File: config.mk
export PLATFORM = sky130hd
export DESIGN_NAME = instr_prefetch
export DESIGN_NICKNAME = d
export VERILOG_FILES = /design/src/rtl/instr_prefetch.sv
export SDC_FILE = /design/constraint.sdc
export NUM_CORES = 1
export LEC_CHECK = 0
export CELL_PAD_IN_SITES_DETAIL_PLACEMENT = 0
export CELL_PAD_IN_SITES_GLOBAL_PLACEMENT = 1
export CORE_MARGIN = 2
export CORE_UTILIZATION = 50
export CTS_CLUSTER_DIAMETER = 100
export DETAILED_ROUTE_END_ITERATION = 8
export GPL_ROUTABILITY_DRIVEN = 0
export PLACE_DENSITY = 0.95
export SLEW_MARGIN = 10
export SYNTH_ARGS = -nofsm -noshare
export SYNTH_HDL_FRONTEND = slang
export SYNTH_SLANG_ARGS = --single-unit
export TNS_END_PERCENT = 5
File: constraint.sdc
create_clock -name clk -period 4.3 [get_ports clk]
set_input_delay 0.86 -clock clk [delete_from_list [all_inputs] [get_ports clk]]
set_output_delay 0.86 -clock clk [all_outputs]
set_load 0.02 [all_outputs]
File: src/rtl/instr_prefetch.sv
// Instruction prefetch queue.
// Fetches sequential instructions from imem with at most one request in
// flight and buffers them in a DEPTH-entry first-word-fall-through queue.
// A redirect flushes the queue and restarts fetch at redirect_pc. A
// response to a request that was overtaken by a redirect is dropped.
//
// Ports
//   clk          clock, rising edge
//   reset        asynchronous reset, active low
//   redirect     taken branch/jump: flush and restart fetch
//   redirect_pc  new fetch address, sampled while redirect=1
//   imem_req     one-cycle fetch request strobe
//   imem_addr    fetch address (0 while imem_req=0)
//   imem_rvalid  fetch response valid
//   imem_rdata   fetched instruction
//   out_valid    queue head valid
//   out_ready    consumer accepts head
//   out_pc       PC of head instruction (0 when empty)
//   out_instr    head instruction (0 when empty)
//
// Configuration
//   PREFETCH_BYPASS_EN  when defined, a response arriving while the queue
//                       is empty is presented on out_* in the same cycle.
//                       When undefined, all out_* are flop outputs.
//
// DEPTH must be a power of two, at least 2.
module instr_prefetch #(
    parameter int unsigned     PC_W     = 9,
    parameter int unsigned     INS_W    = 32,
    parameter int unsigned     DEPTH    = 4,
    parameter logic [PC_W-1:0] RESET_PC = '0
) (
    input  logic             clk,
    input  logic             reset,
    input  logic             redirect,
    input  logic [PC_W-1:0]  redirect_pc,
    output logic             imem_req,
    output logic [PC_W-1:0]  imem_addr,
    input  logic             imem_rvalid,
    input  logic [INS_W-1:0] imem_rdata,
    output logic             out_valid,
    input  logic             out_ready,
    output logic [PC_W-1:0]  out_pc,
    output logic [INS_W-1:0] out_instr
);
    localparam int unsigned PTR_W = $clog2(DEPTH);
    localparam int unsigned CNT_W = $clog2(DEPTH + 1);

    typedef enum logic [1:0] {IDLE, ISSUE, WAIT, DISCARD} state_e;

    state_e             state_q, state_d;
    logic [PC_W-1:0]    fetch_pc_q, fetch_pc_d;
    logic [CNT_W-1:0]   count_q, count_d;
    logic [PTR_W-1:0]   wr_ptr_q, wr_ptr_d, rd_ptr_q, rd_ptr_d;
    logic [PC_W-1:0]    pc_mem_q [DEPTH];
    logic [PC_W-1:0]    pc_mem_d [DEPTH];
    logic [INS_W-1:0]   ins_mem_q [DEPTH];
    logic [INS_W-1:0]   ins_mem_d [DEPTH];
    logic               req_q, req_d;
    logic [PC_W-1:0]    addr_q, addr_d;
    logic               valid_q, valid_d;
    logic [PC_W-1:0]    opc_q, opc_d;
    logic [INS_W-1:0]   oins_q, oins_d;
    logic               issue_c, push_c, pop_c, bypass_c;

    // Same-cycle forwarding of a response into an empty queue
`ifdef PREFETCH_BYPASS_EN
    assign bypass_c = (state_q == WAIT) && imem_rvalid && (count_q == '0) && !redirect;
`else
    assign bypass_c = 1'b0;
`endif

    // A request goes out in ISSUE whenever the queue has room for its answer
    assign issue_c = (state_q == ISSUE) && (count_q < CNT_W'(DEPTH));
    assign push_c  = (state_q == WAIT) && imem_rvalid && !redirect && !(bypass_c && out_ready);
    assign pop_c   = valid_q && out_ready && !redirect;

    // Next-state, queue update and next registered outputs
    always_comb begin
        state_d    = state_q;
        fetch_pc_d = fetch_pc_q;
        wr_ptr_d   = wr_ptr_q;
        rd_ptr_d   = rd_ptr_q;
        pc_mem_d   = pc_mem_q;
        ins_mem_d  = ins_mem_q;

        case (state_q)
            IDLE:    state_d = ISSUE;
            ISSUE:   if (issue_c) state_d = WAIT;
            WAIT:    if (imem_rvalid) begin
                         state_d    = ISSUE;
                         fetch_pc_d = fetch_pc_q + PC_W'(4);
                     end
            DISCARD: if (imem_rvalid) state_d = ISSUE;
            default: state_d = IDLE;
        endcase

        if (push_c) begin
            pc_mem_d[wr_ptr_q]  = fetch_pc_q;
            ins_mem_d[wr_ptr_q] = imem_rdata;
            wr_ptr_d            = wr_ptr_q + PTR_W'(1);
        end
        if (pop_c) rd_ptr_d = rd_ptr_q + PTR_W'(1);
        count_d = count_q + CNT_W'(push_c) - CNT_W'(pop_c);

        // Redirect wins over push/pop. A request still in flight must be
        // drained in DISCARD; a response arriving in the redirect cycle
        // itself is the one being dropped, so fetch can restart directly.
        if (redirect) begin
            count_d    = '0;
            wr_ptr_d   = '0;
            rd_ptr_d   = '0;
            fetch_pc_d = redirect_pc;
            if (issue_c || (((state_q == WAIT) || (state_q == DISCARD)) && !imem_rvalid))
                state_d = DISCARD;
            else
                state_d = ISSUE;
        end

        req_d   = (state_d == ISSUE) && (count_d < CNT_W'(DEPTH));
        addr_d  = req_d ? fetch_pc_d : '0;
        valid_d = (count_d != '0);
        opc_d   = valid_d ? pc_mem_d[rd_ptr_d]  : '0;
        oins_d  = valid_d ? ins_mem_d[rd_ptr_d] : '0;
    end

    // State and output registers
    always_ff @(posedge clk or negedge reset) begin
        if (!reset) begin
            state_q    <= IDLE;
            fetch_pc_q <= RESET_PC;
            count_q    <= '0;
            wr_ptr_q   <= '0;
            rd_ptr_q   <= '0;
            for (int unsigned i = 0; i < DEPTH; i++) begin
                pc_mem_q[i]  <= '0;
                ins_mem_q[i] <= '0;
            end
            req_q      <= 1'b0;
            addr_q     <= '0;
            valid_q    <= 1'b0;
            opc_q      <= '0;
            oins_q     <= '0;
        end else begin
            state_q    <= state_d;
            fetch_pc_q <= fetch_pc_d;
            count_q    <= count_d;
            wr_ptr_q   <= wr_ptr_d;
            rd_ptr_q   <= rd_ptr_d;
            pc_mem_q   <= pc_mem_d;
            ins_mem_q  <= ins_mem_d;
            req_q      <= req_d;
            addr_q     <= addr_d;
            valid_q    <= valid_d;
            opc_q      <= opc_d;
            oins_q     <= oins_d;
        end
    end

    assign imem_req  = req_q;
    assign imem_addr = addr_q;

`ifdef PREFETCH_BYPASS_EN
    assign out_valid = valid_q | bypass_c;
    assign out_pc    = bypass_c ? fetch_pc_q : opc_q;
    assign out_instr = bypass_c ? imem_rdata : oins_q;
`else
    assign out_valid = valid_q;
    assign out_pc    = opc_q;
    assign out_instr = oins_q;
`endif

endmodule
==> metrics <==
Switching Power=2030 µW; final cell count without fillers=1213; pin count of the biggest net entering global routing=92; largest area contributor in the netlist=dfrtp_1; Synth Area in Adders=1.04%; power per standard cell area=546 nW/µm²; Syn Inst Count=845; setup slack, reg-to-reg=1.24 ns; most utilized layer in the global route result=met2; Sequential Power Share=41.7%; total setup buffers inserted after CTS=0; post-DR vias/cell=5.87; complex-gate fraction of the synthesized area=14.6%; outcome=finished clean; floorplan core area=20300 µm²; number of violations reported at the end of detailed-routing iteration 0=446; Die H=148 µm; number of antenna violations at the first check in global routing=0; number of cells after detailed placement=1169; average wire length per cell after detail routing=20.0 µm; count of buffers inserted at the top-level ports=97; detailed-placement wirelength estimate=14400 µm; first-pass GRT wire length=40300 µm; commonest register cell after synthesis=dfrtp_1; Critical Setup Path Class=input port to flop; Cell Chain, Critical Path=clkdlybuf4s50_1 -> inv_1 -> and3_1 -> ha_1 -> inv_1 -> ha_1 -> inv_1 -> fa_1 -> xnor3_1 -> a31oi_4 -> nand2_2 -> buf_12 -> o32ai_1; max-slew violation total from the final report=0; number of routed nets with antenna violations=0; total internal power=4760 µW; basic-gate share of the synthesized area counting and, or, nand and nor cells=9.20%; Std-Cell Rows=52; buffer type at the clock tree root=clkbuf_16; slew of the pin with the lowest slew margin=0.887 ns; Worst Path Required=4.70 ns; time the worst path needs with I/O delays and setup=3.55 ns; CTS tree=done; Non-Filler Cell Area, Final=12400 µm²; category of the worst setup path capture point=flop; global-route track usage on met3=3.21%; number of buffers inserted by hold repair at cts=0; met2 GRT Util=38.9%; fraction of power spent switching nets=29.9%; top achievable clock speed=0.282 GHz; fraction of power consumed by the clock network=32.3%; total routing usage reported by global routing=22.8%; combined area of all synthesized cells=10400 µm²; Clock Skew=0.0138 ns; sequential-to-total area share from yosys stat=56.5%; crit share post-route=82.5%; clock tree sinks=234; combinational share of power=26.0%; most frequent cells after synthesis=dfrtp_1 (234), nand2_1 (131), mux2_2 (120); Slew Limit Headroom=40.7%; number of endpoints failing setup at the final stage=0; met1 routing resource usage after global routing=31.2%; number of maximum-capacitance constraint violations=0; number of flops mapped to enable cells by yosys=0; iteration count of the initial detailed-routing pass=4; area share of the leading cell type in the synthesized netlist=56.5%; share of layout cells above drive strength 1=25.6%; leakage power summed over all cells=0.00586 µW; DRC viols=0; NumNets Final=979; # fillers=1604; type of origin of the critical path=input port; post-detailed-placement cell area=11600 µm²; Critical Path Max Stage Delay=0.53 ns; Total Routed Length=24200 µm; synthesized net count=899; area of the die=21900 µm²; count of state elements after synthesis=234; number of buffers on the longest clock path=3; type of the worst min-delay path=input port to asynchronous set/reset pin; RSZ-0062 raised after global routing=no; most common cell in the synthesized netlist=dfrtp_1; Cell variety after synth=45; number of buffers added by the clock tree synthesis step=24; total via count after detailed routing=7116; number of synthesis warnings=0; post-CTS resize count=0; total negative setup slack=0 ns; IO Pins=98; mean cell area of the mapped netlist=12.3 µm²; final-report hold violation count=0; most frequent CP cell=inv_1; synthesis-to-layout area growth=19.8%; initial core utilization=51.1%; slowest stage cell, crit path=clkdlybuf4s50_1; mux cell area share after synthesis=14.0%; maximum vdd ir drop=0.000271 V; synthesized-area fraction occupied by xor and xnor cells=0.893%; Overall Power=6790 µW; clock latency of the later-clocked register in the worst-skew pair=0.52 ns; clock-pin slew on the worst setup and hold paths=0.06 ns; maximum level of the CTS H-tree=1; worst-path maximum fanout=14; FFs w/ async S/R, synth=100%; main combinational cell family by area after synthesis=compound AO/OA/AOI/OAI gates; top cells by area, synth=dfrtp_1 (56%), mux2_2 (13%), nand2_1 (4.7%); Die Width=148 µm; aggregate global routing overflow=0; crit path DAT=3.95 ns; vias in the first global route=7466; number of diodes=0
==> per-stage QoR <==
step           worst slack, ns  util [%]  hold slack (ns)
2_1_floorplan            0.759         -            0.439
3_3_place_gp             0.390      57.0            0.456
3_5_place_dp             0.249      57.0            0.464
4_1_cts                  0.779      61.2            0.365
5_1_grt                  0.619      61.2            0.373
6_report                 0.753      61.2            0.306
==> cell families after synthesis <==
kind of cell | Yosys count
adder cells (fa/ha/maj) | 8
AND/OR/NAND/NOR | 217
flip-flops | 234
XOR/XNOR | 9
multiplexers | 128
AO/OA/AOI/OAI | 170
buffers and inverters | 79
==> state kept, by name, summed over array words and instances, names as in the netlist <==
register and flops:
rd_ptr_q 2, imem_addr 9, imem_req 1, out_instr 32
wr_ptr_q 2, out_valid 1, fetch_pc_q 9, pc_mem_q 36
count_q 3, out_pc 9, ins_mem_q 128, state_q 2
==> cells in the final DEF (no fill, tap or decap), types with 6 or more instances in the layout <==
cell | Yosys | layout
o32ai_1 | 6 | 6
clkbuf_16 | 0 | 25
mux2i_1 | 6 | 6
o32ai_2 | 30 | 30
o21ai_0 | 6 | 6
inv_1 | 14 | 14
nor2_1 | 35 | 35
a21oi_1 | 44 | 44
nand2_2 | 5 | 7
ha_1 | 7 | 7
o22ai_1 | 36 | 36
a32o_1 | 36 | 36
nor2_2 | 10 | 10
clkbuf_8 | 0 | 9
buf_4 | 5 | 17
mux2_2 | 120 | 120
clkdlybuf4s50_1 | 0 | 96
nand2_1 | 131 | 129
nand3_1 | 8 | 8
dfrtp_1 | 234 | 234
nand4_1 | 10 | 10
==> metal layers <==
metal | wire length, µm | share of wire (%)
met4 | 422 | 1.7
met5 | 0 | 0
met1 | 10600 | 44
met2 | 12200 | 50
met3 | 1050 | 4.3
==> critical path, delay by kind of cell <==
family          cells  cell delay (ns)
buf+inv             5             1.09
compound gates      2             0.40
simple gates        2             0.53
xor+xnor            1             0.24
fa+ha+maj           3             0.81
==> final timing paths <==
kind | startpoint | end | cells past startpoint
setup / recovery | redirect | out_pc[0]$_DFF_PN0_ | 13
hold / removal | reset | ins_mem_q[102]$_DFF_PN0_ | 1
setup reg to reg | state_q[0]$_DFF_PN0_ | out_pc[0]$_DFF_PN0_ | 12
hold reg to reg | ins_mem_q[102]$_DFF_PN0_ | ins_mem_q[102]$_DFF_PN0_ | 2
max in group asynchronous | reset | ins_mem_q[17]$_DFF_PN0_ | 2
min in group clk | ins_mem_q[102]$_DFF_PN0_ | ins_mem_q[102]$_DFF_PN0_ | 2
==> power groups by stage <==
stage          logic [µW]  registers [µW]  clock network [µW]
6_report             1770            2830                2190
5_1_grt              1930            2870                2320
3_3_place_gp         1720            2850                   0
2_1_floorplan         998            2950                   0
4_1_cts              1780            2830                2220
3_5_place_dp         1760            2860                   0
==> cell type report <==
type	count	area [µm²]	share of cell area [%]
clock inverters	8	95.1	0.765
well taps	270	338	2.72
repair buffers	118	1180	9.53
flip-flops and latches	234	5860	47.1
clock buffers	36	757	6.09
inverters	15	68.8	0.554
multi-input cells	532	4130	33.2
No activity file was read; power rests on OpenSTA's default activity.
